`config.mk`:
```
export PLATFORM = sky130hd
export DESIGN_NAME = shift_seq_ctrl
export DESIGN_NICKNAME = d
export VERILOG_FILES = /design/src/rtl/shift_seq_ctrl.sv
export SDC_FILE = /design/constraint.sdc
export NUM_CORES = 1
export LEC_CHECK = 0
export BUFFER_PORTS_ARGS = -buffer_cell sky130_fd_sc_hd__buf_2
export CAP_MARGIN = 30
export CORE_MARGIN = 4
export CORE_UTILIZATION = 54
export DETAILED_ROUTE_END_ITERATION = 6
export GPL_TIMING_DRIVEN = 0
export PLACE_DENSITY = 0.87
export SYNTH_ARGS = -nofsm -noshare
export SYNTH_HDL_FRONTEND = slang
export SYNTH_SLANG_ARGS = --single-unit
```
`constraint.sdc`:
```
create_clock -name clk -period 3.95 [get_ports clk]
set_input_delay 0.1975 -clock clk [delete_from_list [all_inputs] [get_ports clk]]
set_output_delay 0.1975 -clock clk [all_outputs]
set_load 0.01 [all_outputs]
```
`src/rtl/shift_seq_ctrl.sv`:
```
// Multi-cycle right shifter: applies up to STEP_MAX bits per cycle and reports {N,Z,C,V} on a DONE pulse.
// SHIFT_ARITH_EN enables sign-fill when arith=1; without it every shift is logical.
//   state | meaning
//   IDLE  | waiting for start
//   SHIFT | applying one step per cycle
//   DONE  | one-cycle done pulse, result/flags valid
module shift_seq_ctrl #(
  parameter int WIDTH    = 32,
  parameter int STEP_MAX = 5
) (
  input  logic             clk,
  input  logic             rst,
  input  logic             start,
  input  logic [WIDTH-1:0] din,
  input  logic [4:0]       s_value,
  input  logic             arith,
  output logic             busy,
  output logic             done,
  output logic [WIDTH-1:0] result,
  output logic [3:0]       flags
);

  typedef enum logic [1:0] {
    IDLE  = 2'd0,
    SHIFT = 2'd1,
    DONE  = 2'd2
  } state_t;

  // per-cycle step is clamped to what the 5-bit shift amount can express
  localparam logic [4:0] STEP_L = (STEP_MAX > 31) ? 5'd31 :
                                  (STEP_MAX < 1)  ? 5'd1  : 5'(STEP_MAX);

  state_t           state_q, state_d;
  logic [WIDTH-1:0] acc_q, acc_d;
  logic [4:0]       rem_q, rem_d;
  logic             carry_q, carry_d;
  logic [WIDTH-1:0] result_q, result_d;
  logic [3:0]       flags_q, flags_d;
  logic [4:0]       step;
  logic [WIDTH-1:0] shifted;

`ifdef SHIFT_ARITH_EN
  logic mode_q, mode_d;
`else
  logic unused_arith;
  assign unused_arith = arith;
`endif

  always_comb begin
    state_d  = state_q;
    acc_d    = acc_q;
    rem_d    = rem_q;
    carry_d  = carry_q;
    result_d = result_q;
    flags_d  = flags_q;
    step     = 5'd0;
    shifted  = acc_q;
`ifdef SHIFT_ARITH_EN
    mode_d   = mode_q;
`endif
    case (state_q)
      IDLE: begin
        if (start) begin
          acc_d   = din;
          rem_d   = s_value;
          carry_d = 1'b0;
`ifdef SHIFT_ARITH_EN
          mode_d  = arith;
`endif
          if (s_value == 5'd0) begin
            state_d  = DONE;
            result_d = din;
            flags_d  = {din[WIDTH-1], (din == '0), 1'b0, 1'b0};
          end else begin
            state_d = SHIFT;
          end
        end
      end
      SHIFT: begin
        step = (rem_q > STEP_L) ? STEP_L : rem_q;
`ifdef SHIFT_ARITH_EN
        if (mode_q) shifted = $unsigned($signed(acc_q) >>> step);
        else        shifted = acc_q >> step;
`else
        shifted = acc_q >> step;
`endif
        carry_d = acc_q[step - 5'd1];
        acc_d   = shifted;
        rem_d   = rem_q - step;
        if (rem_d == 5'd0) begin
          state_d  = DONE;
          result_d = shifted;
          flags_d  = {shifted[WIDTH-1], (shifted == '0), carry_d, 1'b0};
        end
      end
      DONE: begin
        state_d = IDLE;
      end
      default: begin
        state_d = IDLE;
      end
    endcase
  end

  always_ff @(posedge clk or posedge rst) begin
    if (rst) begin
      state_q  <= IDLE;
      acc_q    <= '0;
      rem_q    <= 5'd0;
      carry_q  <= 1'b0;
      result_q <= '0;
      flags_q  <= 4'd0;
    end else begin
      state_q  <= state_d;
      acc_q    <= acc_d;
      rem_q    <= rem_d;
      carry_q  <= carry_d;
      result_q <= result_d;
      flags_q  <= flags_d;
    end
  end

`ifdef SHIFT_ARITH_EN
  always_ff @(posedge clk or posedge rst) begin
    if (rst) mode_q <= 1'b0;
    else     mode_q <= mode_d;
  end
`endif

  assign busy   = (state_q != IDLE);
  assign done   = (state_q == DONE);
  assign result = result_q;
  assign flags  = flags_q;

endmodule

```
Word level (Yosys, flattened, before mapping)
Index checks and enable logic that the tools add are counted.
{"block": "classes", "n_lt_le_gt_ge": 2, "eq_ne": 5, "reduce_logical": 10, "n_mux": 19, "add_sub_neg": 2, "shifts": 1}
{"cell": "2-to-1 mux 32 bit", "count": 4}
{"cell": "case mux 32 bit (2 select lines)", "count": 2}
{"cell": "logical NOT 32 bit", "count": 2}
{"cell": ">> shifter 32 x 5 -> 32 bit", "count": 1}
{"cell": "2-to-1 mux 4 bit", "count": 3}
{"cell": "logical NOT 5 bit", "count": 2}
{"cell": "2-to-1 mux 5 bit", "count": 2}
{"cell": "case mux 5 bit (2 select lines)", "count": 1}
{"cell": "case mux 4 bit (2 select lines)", "count": 1}
{"cell": "< comparator 5 x 6 -> 1 bit (second input constant)", "count": 1}
{"cell": "2-to-1 mux 2 bit", "count": 3}
{"cell": "inequality test 2 bit (second input constant)", "count": 3}
{"cell": "binary-select mux 1 bit (select 5 bit)", "count": 1}
{"cell": "greater-than comparator 5 x 3 -> 1 bit (second input constant)", "count": 1}
{"cell": "subtractor 5 x 1 -> 5 bit (second input constant)", "count": 1}
{"cell": "subtractor 5 bit", "count": 1}
{"cell": "case mux 2 bit (2 select lines)", "count": 1}
{"cell": "AND reduction 2 bit", "count": 2}
{"cell": "AND reduction 4 bit", "count": 1}
{"cell": "nonzero test 2 bit", "count": 2}
{"cell": "equality test 2 x 1 -> 1 bit (second input constant)", "count": 1}
{"cell": "equality test 2 bit (second input constant)", "count": 1}
{"cell": "logical NOT 2 bit", "count": 1}
{"cell": "2-to-1 mux 1 bit", "count": 1}
{"block": "word_totals", "ff_bits": 75}

Depth between registers and ports, before layout
Gate-level depths: netlist of the first run.
{"block": "logic_depth", "word_depth": 7, "mapped_depth": 16, "ltp_nobuf": 11}

Worst setup path before layout of the first run
OpenSTA, ideal clock, no wires.
{"block": "synth_timing", "path_type": "flip-flop to flip-flop", "start": "reg rem_q[3]", "end": "reg flags_q[1] (netlist: flags[1])", "t_required_ns": 3.810, "t_arrival_ns": 3.062, "synth_period_minus_slack_ns": 3.201, "setup_time_ns": 0.140, "path_stages_with_launch": 16, "setup_slack_ns": 0.749, "n_path_buf": 6, "path_cell_list": "dfrtp_1 -> buf_2 -> or3_1 -> clkbuf_1 -> buf_2 -> buf_2 -> buf_1 -> nand2_1 -> ha_1 -> nand2_1 -> a211oi_1 -> a211oi_1 -> or2_2 -> clkbuf_1 -> a2111oi_0 -> a311oi_1"}
{"block": "synth_between", "elab_chain_cells": 7, "word_cells_on_any_way": 11, "classes_between": "2 x add/sub; 1 x order compare; 1 x eq/ne; 5 x mux; 2 x reduce/logical"}
{"element": "from (decl)", "line_no": "35", "rtl": "logic [4:0] rem_q, rem_d;"}
{"element": "from (signal assigned)", "line_no": "116", "rtl": "rem_q <= rem_d;"}
{"element": "greater-than comparator 5 x 3 -> 1 bit", "line_no": "80", "rtl": "step = (rem_q > STEP_L) ? STEP_L : rem_q;"}
{"element": "2-to-1 mux 5 bit", "line_no": "80"}
{"element": "subtractor 5 x 1 -> 5 bit", "line_no": "87", "rtl": "carry_d = acc_q[step - 5'd1];"}
{"element": "binary-select mux 1 bit (select 5 bit)", "line_no": "87"}
{"element": "2-to-1 mux 1 bit (implied by the code)", "line_no": "87"}
{"element": "2-to-1 mux 4 bit", "line_no": "90", "rtl": "if (rem_d == 5'd0) begin"}
{"element": "case mux 4 bit (2 select lines)", "line_no": "61", "rtl": "case (state_q)"}
{"element": "to (signal assigned)", "line_no": "119", "rtl": "flags_q <= flags_d;"}
{"element": "to (decl)", "line_no": "38", "rtl": "logic [3:0] flags_q, flags_d;"}
Several ways; a longest one is shown, not always the timed one. The select of a mux whose other input is x is not followed.
A chain may end at the register's enable or synchronous reset.

Worst setup path in the final report of the first run
{"block": "layout_timing", "start": "reg rem_q[3]", "end": "reg result_q[20] (netlist: result[20])"}
{"block": "layout_between", "elab_chain_cells": 6, "word_cells_on_any_way": 9, "classes_between": "1 x add/sub; 1 x order compare; 1 x eq/ne; 1 x shift; 3 x mux; 2 x reduce/logical"}
{"element": "greater-than comparator 5 x 3 -> 1 bit", "line_no": "80"}
{"element": "2-to-1 mux 5 bit", "line_no": "80"}
{"element": "subtractor 5 bit", "line_no": "89", "rtl": "rem_d = rem_q - step;"}
{"element": "logical NOT 5 bit", "line_no": "90"}
{"element": "inequality test 2 bit (no source line)"}
{"element": "AND reduction 4 bit (no source line)"}
{"element": "to (signal assigned)", "line_no": "118", "rtl": "result_q <= result_d;"}
{"element": "to (decl)", "line_no": "37", "rtl": "logic [WIDTH-1:0] result_q, result_d;"}
Several ways; a longest one is shown, not always the timed one. The select of a mux whose other input is x is not followed.

==> flow_metrics.py, run 1 <==
metrics = {
    "clock_tree": {
        "cts_buffer_depth": 2,
        "cts_tree": "done",
        "ctsHoldBuffers": 0,
        "clk_latency_ns": 0.36,
        "clock_tree.root_cell": "clkbuf_8",
        "cts_buffers": 9,
        "clkSinkCount": 73,
        "cts_max_level": 3,
        "clkTransAtPathRegs_ns": 0.09,
        "cts_setup_buffers": 0,
    },
    "setup_path": {
        "critPathSlowestCell": "or2_2",
        "path_delay_family": "buffers and inverters",
        "worstSetupPathType": "flip-flop to flip-flop",
        "slowest_delay_ns": 0.45,
        "reg2reg_depth": 13,
        "worstPathRequired_ns": 4.20,
        "cp_cell_sequence": "buf_2 > or3_1 > clkbuf_1 > buf_2 > buf_2 > nand2_1 > ha_1 > nand2_1 > a211oi_1 > a211oi_2 > or2_2 > inv_2 > mux2_2",
        "worst_setup_path_start_kind": "flip-flop",
        "crit_arrival_ns": 4.02,
        "reg2reg_slack_ns": 0.18,
        "r2r-start": "rem_q[3]",
        "path_common_cell": "buf_2",
        "crit_buf_inv": 5,
        "end_kind": "flip-flop",
        "worstReg2RegEnd": "result[20]",
        "critPathMaxFanout": 19,
    },
    "die": {
        "die_width_um": 102,
        "core-area_mm2": 0.00868,
        "initial_core_util_pct": 55.4,
        "dieHeight_um": 102,
        "pin_count": 79,
        "fp-row-count": 34,
        "dieArea_mm2": 0.0105,
    },
    "timing": {
        "worst_slack_ns": 0.184,
        "slew_headroom_pct": 40.3,
        "fin_worst_skew_ns": 0.0135,
        "finalSetupViolCount": 0,
        "slew_violations": 0,
        "clock.fmax_mhz": 266,
        "period_share_pct": 95.3,
        "grt_setup_unrepaired": "false",
        "finalCriticalPeriod_ns": 3.77,
        "worst_slew_pin_slew_ns": 0.896,
        "hold_viol": 0,
    },
    "global_routing": {
        "grt.overflow.total": 0,
        "grt_first_pass_wirelength_um": 26700,
        "grt_pass1_vias": 4726,
        "antenna_found_initial": 0,
        "grt_usage_pct": 33.8,
        "grt_max_degree": 74,
    },
    "placement": {
        "hpwlAfterDp_um": 12800,
        "numPlacedInstances": 742,
        "gp_congestion": 1.01,
        "port_buffers": 76,
        "dp_slack_ns": -0.621,
    },
    "synthesis": {
        "synth_common_cells": "nand2_1 (95), dfrtp_1 (73), o21ai_0 (69)",
        "synth_largest_area_cell": "dfrtp_1",
        "synth_ff_type": "dfrtp_1",
        "synth.top_cell.area_share_pct": 38.0,
        "synth_edf_count": 0,
        "post_synth_num_cell_types": 56,
        "synth_nets": 601,
        "ys_top_cells_by_area": "dfrtp_1 (38%), mux2i_1 (12%), nand2_1 (7.4%)",
        "yosysWarnings": 0,
        "synthesis.area_mm2": 0.00481,
        "synth_seq_cells": 73,
        "seq_area_frac_synth_pct": 38.0,
        "syn_area_per_cell_um2": 8.61,
        "async_flop_share_pct": 100,
        "postSynthCellCount": 558,
        "synthMostInstantiatedCell": "nand2_1",
    },
    "detailed_routing": {
        "antenna_left": 0,
        "wl_per_cell_um": 22.5,
        "wl_um": 17000,
        "vias": 4858,
        "dr.pass1.iters": 5,
        "vias_per_cell": 6.43,
        "drt_iter0_drc": 423,
        "drc_errors": 0,
    },
    "finish": {
        "n_antenna_cell": 0,
        "drive_gt1_share_pct": 22.3,
        "area_growth_pct": 14.8,
        "fin_util_pct": 63.6,
        "final_cells": 755,
        "fin_nets": 685,
    },
    "run": {
        "drv_cap": 0,
    },
    "outcome": {
        "status": "finished, final reports clean",
    },
    "pwr": {
        "power_density_mw_per_mm2": 1010,
        "max-vdd-ir-drop_mv": 0.476,
        "power.leakage_nw": 2.52,
    },
    "min_path": {
        "hold_class": "primary input to asynchronous set/reset pin",
    },
}
==> worst register-to-register path: stages, from the launching register on <==
cell and delay, ns:
dfrtp_1 0.36, buf_2 0.18, or3_1 0.37, clkbuf_1 0.23, buf_2 0.26, buf_2 0.28
nand2_1 0.14, ha_1 0.24, nand2_1 0.07, a211oi_1 0.32, a211oi_2 0.12, or2_2 0.45
inv_2 0.26, mux2_2 0.38
==> stage by stage <==
step	instance area [µm²]	hold WS [ns]	TNS [ns]	power [mW]
finish	5520	0.0113	0	5.59
global route	5520	0.0905	0	5.98
CTS	5520	0.0493	0	5.51
detailed placement	5330	0.450	-14.40	4.90
global placement	5320	0.457	-14.08	4.82
floorplan	4810	0.328	0	3.76
==> sequential cells by signal, indices dropped and copies added (netlist names) <==
name	flops
acc_q	32
flags	3
rem_q	5
result	31
state_q	2
==> where the power goes <==
group | internal, mW | switching (mW)
Clock | 0.294 | 0.310
Sequential | 1.12 | 0.369
Combinational | 1.29 | 2.21
==> worst max path at each step <==
stage	slack (ns)	endpoint	depth (start not counted)	start
final	0.18	result[20]	13	rem_q[3]
after global routing	0.05	result[25]	13	rem_q[3]
after CTS	0.12	result[9]	14	rem_q[1]
after detailed placement	-0.62	result[29]	15	rem_q[3]
after global placement	-0.60	result[29]	15	rem_q[3]
after floorplan	0.75	flags[1]	15	rem_q[3]
==> cells in the final DEF (no fill, tap or decap), types with 9 or more instances in the layout <==
cell,count
nor4_1,13
clkbuf_1,24
dfrtp_1,73
a21oi_1,42
mux2_2,15
mux2i_1,57
o21ai_0,69
nand2_1,95
a211oi_1,15
nor2_1,40
clkbuf_8,9
buf_2,87
==> per-layer routing <==
metal  part of all wire, %  up-vias  global-route usage, %
met5                     0        -                      0
met4                   3.2        0                   12.6
met3                   8.8       45                   6.89
met2                    45      278                   52.2
met1                    43     2353                   46.8
li1                      -     2182                      -
==> cells by family (layout without fill, tap and decap cells) <==
| group | count (synthesis) | count (layout) | share of synthesized area [%] |
|---|---|---|---|
| other cells | 1 | 1 | 0.0780 |
| compound gates | 164 | 164 | 20.1 |
| buf+inv | 57 | 146 | 5.49 |
| fa+ha+maj | 2 | 2 | 0.520 |
| flops | 73 | 73 | 38.0 |
| mux | 79 | 79 | 18.7 |
| simple gates | 182 | 182 | 17.2 |
==> what timing repair did <==
action,CTS,global route
gates resized for setup,4,1
endpoints found under the setup margin,28,31
pin swaps,0,0
==> area by class of cell <==
type,instances,area [µm²]
Multi-Input combinational cell,428,2720
Sequential cell,73,1830
Fill cell,796,3160
Clock inverter,6,67.6
Buffer,46,228
Clock buffer,10,128
Tap cell,108,135
Timing Repair Buffer,76,380
Inverter,8,32.5
Note: power is estimated with default switching activity, not from simulation.
==> run 2, diff against run 1 <==
--- a/config.mk
+++ b/config.mk
@@ -11,7 +11,7 @@
 export CORE_UTILIZATION = 54
 export DETAILED_ROUTE_END_ITERATION = 6
 export GPL_TIMING_DRIVEN = 0
-export PLACE_DENSITY = 0.87
+export PLACE_DENSITY = 0.82
 export SYNTH_ARGS = -nofsm -noshare
 export SYNTH_HDL_FRONTEND = slang
 export SYNTH_SLANG_ARGS = --single-unit
==> run 2 against run 1 <==
Net effect: first-iteration DRC count is 17% lower; clock power is 9.6% lower; global-route usage is 0.60 points lower; critical endpoint is now result[23]; largest cell class unchanged; largest power group unchanged.
==> flow_metrics.py, run 2 (synthesis gave the netlist of run 1 again) <==
metrics = {
    "timing": {
        "finalSetupViolCount": 0,
        "setup_tns_ns": 0,
        "worst_slew_pin_slew_ns": 0.900,
        "worst_slack_ns": 0.249,
        "clock.fmax_mhz": 270,
        "grt_setup_unrepaired": "false",
        "period_share_pct": 93.7,
        "slew_violations": 0,
        "fin_worst_skew_ns": 0.0141,
        "hold_viol": 0,
        "slew_headroom_pct": 40.0,
        "finalCriticalPeriod_ns": 3.70,
    },
    "global_routing": {
        "grt_first_pass_wirelength_um": 26400,
        "grt.overflow.total": 0,
        "antenna_found_initial": 0,
        "grt_max_degree": 74,
        "grt_pass1_vias": 4747,
        "grt_usage_pct": 33.2,
    },
    "setup_path": {
        "end_kind": "flip-flop",
        "critPathMaxFanout": 19,
        "reg2reg_slack_ns": 0.25,
        "r2r-start": "rem_q[3]",
        "reg2reg_depth": 13,
        "worstPathRequired_ns": 4.20,
        "worst_setup_path_start_kind": "flip-flop",
        "worstSetupPathType": "flip-flop to flip-flop",
        "worstReg2RegEnd": "result[23]",
        "crit_arrival_ns": 3.95,
    },
    "run": {
        "drv_cap": 0,
    },
    "finish": {
        "area_growth_pct": 14.3,
        "largest_reg_flops": 32,
        "final_cell_mix": "nand2_1 (95), buf_2 (87), dfrtp_1 (73)",
        "largest_register": "acc_q",
        "final_common_cell": "nand2_1",
        "drive_gt1_share_pct": 22.3,
        "n_antenna_cell": 0,
        "fin_nets": 685,
    },
    "pwr": {
        "total_power_mw": 5.52,
        "power_density_mw_per_mm2": 1000,
        "power.leakage_nw": 2.50,
        "max-vdd-ir-drop_mv": 0.484,
    },
    "die": {
        "fp-row-count": 34,
        "dieArea_mm2": 0.0105,
        "core-area_mm2": 0.00868,
        "pin_count": 79,
        "dieHeight_um": 102,
        "initial_core_util_pct": 55.4,
        "die_width_um": 102,
    },
    "clock_tree": {
        "cts_tree": "done",
        "clkTransAtPathRegs_ns": 0.09,
        "cts_buffers": 9,
        "clkSinkCount": 73,
        "cts_max_level": 3,
        "clk_latency_ns": 0.36,
        "clock_tree.root_cell": "clkbuf_8",
        "cts_buffer_depth": 2,
    },
    "placement": {
        "gp_congestion": 1.03,
        "port_buffers": 76,
        "dp_slack_ns": -0.661,
        "hpwlAfterDp_um": 12800,
    },
    "outcome": {
        "status": "finished, final reports clean",
    },
    "detailed_routing": {
        "vias": 4922,
        "wl_per_cell_um": 22.4,
        "dr.pass1.iters": 6,
        "drt_iter0_drc": 351,
        "drc_errors": 0,
        "antenna_left": 0,
        "wl_um": 16900,
        "vias_per_cell": 6.52,
    },
    "min_path": {
        "hold_class": "primary input to asynchronous set/reset pin",
    },
}
run 2: changes by cell type in the layout (fill, tap and decap cells not counted):
| cell | previous run | this run |
|---|---|---|
| clkinvlp_4 | 2 | 4 |
| bufinv_16 | 1 | 0 |
| clkinv_4 | 1 | 0 |
run 2: layout make-up:
cell class | count | area [µm²]
plain buffers | 46 | 228
clock buffers | 10 | 128
clock inverters | 6 | 43.8
fillers | 779 | 3180
inverters | 8 | 32.5
multi-input cells | 428 | 2720
flip-flops and latches | 73 | 1830
well taps | 108 | 135
repair buffers | 76 | 380
run 2: critical path, stage by stage (launching register included):
cell and delay, ns:
dfrtp_1 0.36, buf_2 0.18, or3_1 0.37, clkbuf_1 0.21, buf_2 0.26, buf_2 0.29, nand2_1 0.13, ha_1 0.23
nand2_1 0.08, a211oi_1 0.30, a211oi_2 0.11, or2_2 0.45, inv_2 0.25, mux2_2 0.37
run 2: routing by layer:
| layer | GRT usage, % | part of all wire (%) |
|---|---|---|
| met1 | 47.4 | 43 |
| met2 | 50.5 | 46 |
| met3 | 5.26 | 8.1 |
| met4 | 13.1 | 2.9 |
| met5 | 0 | 0 |
run 2: power by group:
part	switching [mW]	internal [mW]
registers	0.372	1.12
clock network	0.317	0.229
logic	2.19	1.29
run 2: repair_timing:
item / 4_1_cts / 5_1_grt
endpoints found under the setup margin: 28 / 34
gates resized for setup: 4 / 1
buffers inserted: 0 / 0
hold buffers: 0 / 0
hold endpoints to repair: 0 / 0
cloned: 0 / 0
run 2: how the worst max path moves through the flow:
stage | end | slack, ns | start | depth (start not counted)
final | result[23] | 0.25 | rem_q[3] | 13
after floorplan | flags[1] | 0.75 | rem_q[3] | 15
after global placement | result[29] | -0.63 | rem_q[3] | 15
after CTS | result[9] | 0.04 | rem_q[1] | 14
after detailed placement | result[8] | -0.66 | rem_q[3] | 16
after global routing | result[6] | 0.11 | rem_q[3] | 13
run 2: per-stage QoR:
step,instance area (µm²),std cells,hold WS (ns),utilization [%]
floorplan,4810,558,0.328,-
global placement,5320,742,0.457,61.3
detailed placement,5330,742,0.457,61.4
CTS,5490,756,0.0663,63.3
global route,5500,755,0.0917,63.3
finish,5500,755,0.0119,63.3
==> run 3, diff against run 2 <==
--- a/config.mk
+++ b/config.mk
@@ -7,6 +7,7 @@
 export LEC_CHECK = 0
 export BUFFER_PORTS_ARGS = -buffer_cell sky130_fd_sc_hd__buf_2
 export CAP_MARGIN = 30
+export CORE_ASPECT_RATIO = 0.75
 export CORE_MARGIN = 4
 export CORE_UTILIZATION = 54
 export DETAILED_ROUTE_END_ITERATION = 6
==> run 3 against run 2 <==
Net effect: routed wire length is 1.0% higher; combinational power barely moved; critical path depth stayed put; maximum frequency shrank 0.76%; largest cell class unchanged; power increased by 6.7%; global-route usage up 0.31 points; largest power group unchanged; sequential cell count unchanged.
==> flow_metrics.py, run 3 (synthesis gave the netlist of run 1 again) <==
metrics = {
    "outcome": {
        "status": "finished, final reports clean",
    },
    "global_routing": {
        "grt_pass1_vias": 4882,
        "antenna_found_initial": 0,
        "grt_max_degree": 74,
        "grt.overflow.total": 0,
        "grt_usage_pct": 33.5,
        "grt_first_pass_wirelength_um": 27200,
    },
    "pwr": {
        "internal-power_mw": 2.97,
        "power_switching_mw": 2.92,
        "pwr-share-comb_pct": 59.7,
        "power.leakage_nw": 2.58,
        "power_frac_seq_pct": 25.3,
        "power_density_mw_per_mm2": 1040,
        "power_frac_clock_pct": 15.1,
        "max-vdd-ir-drop_mv": 0.649,
        "swShare_pct": 49.6,
        "total_power_mw": 5.89,
    },
    "detailed_routing": {
        "wl_um": 17100,
        "vias_per_cell": 6.57,
        "drc_errors": 0,
        "antenna_left": 0,
        "dr.pass1.iters": 5,
        "vias": 4961,
        "wl_per_cell_um": 22.6,
        "drt_iter0_drc": 791,
    },
    "finish": {
        "area_growth_pct": 17.4,
        "fin_area_mm2": 0.00564,
        "final_common_cell": "nand2_1",
        "drive_gt1_share_pct": 22.3,
        "final_cell_mix": "nand2_1 (95), buf_2 (87), dfrtp_1 (73)",
        "fin_nets": 685,
        "largest_reg_flops": 32,
        "largest_register": "acc_q",
        "n_antenna_cell": 0,
        "fill_cells": 729,
    },
    "setup_path": {
        "path_delay_family": "buffers and inverters",
        "worstPathRequired_ns": 4.15,
        "worstSetupPathType": "flip-flop to flip-flop",
        "end_kind": "flip-flop",
        "path_common_cell": "buf_2",
        "worst_setup_path_start_kind": "flip-flop",
        "critPathMaxFanout": 19,
        "crit_buf_inv": 5,
        "critPathSlowestCell": "buf_2",
        "cp_cell_sequence": "buf_2 > or3_1 > clkbuf_1 > buf_2 > buf_2 > nand2_1 > ha_1 > nand2_1 > a211oi_1 > a211oi_2 > or2_2 > clkbuf_1 > o21ai_0",
        "crit_arrival_ns": 3.93,
        "slowest_delay_ns": 0.42,
    },
    "clock_tree": {
        "cts_tree": "done",
        "clkTransAtPathRegs_ns": 0.06,
        "cts_buffer_depth": 2,
        "clk_latency_ns": 0.34,
        "ctsResizeCount": 3,
        "clkSinkCount": 73,
        "ctsHoldBuffers": 0,
        "cts_max_level": 3,
        "cts_setup_buffers": 0,
        "cts_buffers": 9,
        "clock_tree.root_cell": "clkbuf_16",
    },
    "timing": {
        "worst_slack_ns": 0.220,
        "worst_slew_pin_slew_ns": 0.904,
        "clock.fmax_mhz": 268,
        "slew_headroom_pct": 39.7,
        "hold_viol": 0,
        "finalCriticalPeriod_ns": 3.73,
        "fin_worst_skew_ns": 0.00583,
        "slew_violations": 0,
        "grt_setup_unrepaired": "false",
        "finalSetupViolCount": 0,
        "period_share_pct": 94.4,
    },
    "die": {
        "initial_core_util_pct": 56.1,
        "core-area_mm2": 0.00856,
        "dieHeight_um": 89.7,
        "die_width_um": 117,
        "fp-row-count": 29,
        "dieArea_mm2": 0.0105,
        "pin_count": 79,
    },
    "min_path": {
        "hold_class": "primary input to asynchronous set/reset pin",
    },
    "placement": {
        "dp_slack_ns": -0.714,
        "gp_congestion": 1.03,
        "port_buffers": 76,
        "post_dp_cell_area_mm2": 0.00533,
        "hpwlAfterDp_um": 12800,
    },
    "run": {
        "drv_cap": 0,
    },
}
==> run 3: layout make-up <==
type,count,area [µm²],area share (%)
plain buffers,46,228,4.03
clock buffers,10,229,4.06
inverters,8,32.5,0.576
flip-flops and latches,73,1830,32.4
repair buffers,76,380,6.74
well taps,108,135,2.39
clock inverters,6,91.3,1.62
multi-input cells,428,2720,48.2
==> run 3: path summary, 6_finish.rpt <==
kind                            from    endpoint  slack (ns)  depth (start not counted)
min in group clk             din[31]   acc_q[31]        0.14                          3
max reg2reg                 rem_q[3]  result[11]        0.22                         13
min                              rst  result[12]        0.03                          2
max                         rem_q[3]  result[11]        0.22                         13
max in group asynchronous        rst   result[7]        3.30                          2
min reg2reg                result[1]   result[1]        0.48                          2
==> run 3: stage by stage <==
| step | hold WS, ns | instances | setup TNS (ns) | utilization, % |
|---|---|---|---|---|
| 2_1_floorplan | 0.328 | 558 | 0 | - |
| 3_3_place_gp | 0.460 | 742 | -14.12 | 62.2 |
| 3_5_place_dp | 0.450 | 742 | -16.54 | 62.2 |
| 4_1_cts | 0.0883 | 756 | 0 | 65.9 |
| 5_1_grt | 0.121 | 755 | 0 | 65.9 |
| 6_report | 0.0328 | 755 | 0 | 65.9 |
==> run 3: worst reg2reg max path, delay by kind of cell, from the launching register on <==
kind / cells / cell delay, ns
and+or+nand+nor: 4 / 0.75
adders and majority gates: 1 / 0.28
DFF: 1 / 0.32
buffers and inverters: 5 / 1.72
AOI/OAI and AO/OA: 3 / 0.51
==> run 3: metal layers <==
layer  global-route usage [%]  share of wire, %
met5                        0                 0
met4                     9.93               2.0
met3                     8.52                10
met2                     47.7                43
met1                     49.9                45
==> run 3: power by group through the flow <==
stage	Sequential [mW]	Combinational (mW)	Clock [mW]
detailed placement	1.48	3.43	0
finish	1.49	3.52	0.888
global route	1.53	3.86	0.928
global placement	1.46	3.37	0
CTS	1.47	3.44	0.895
floorplan	1.43	2.32	0
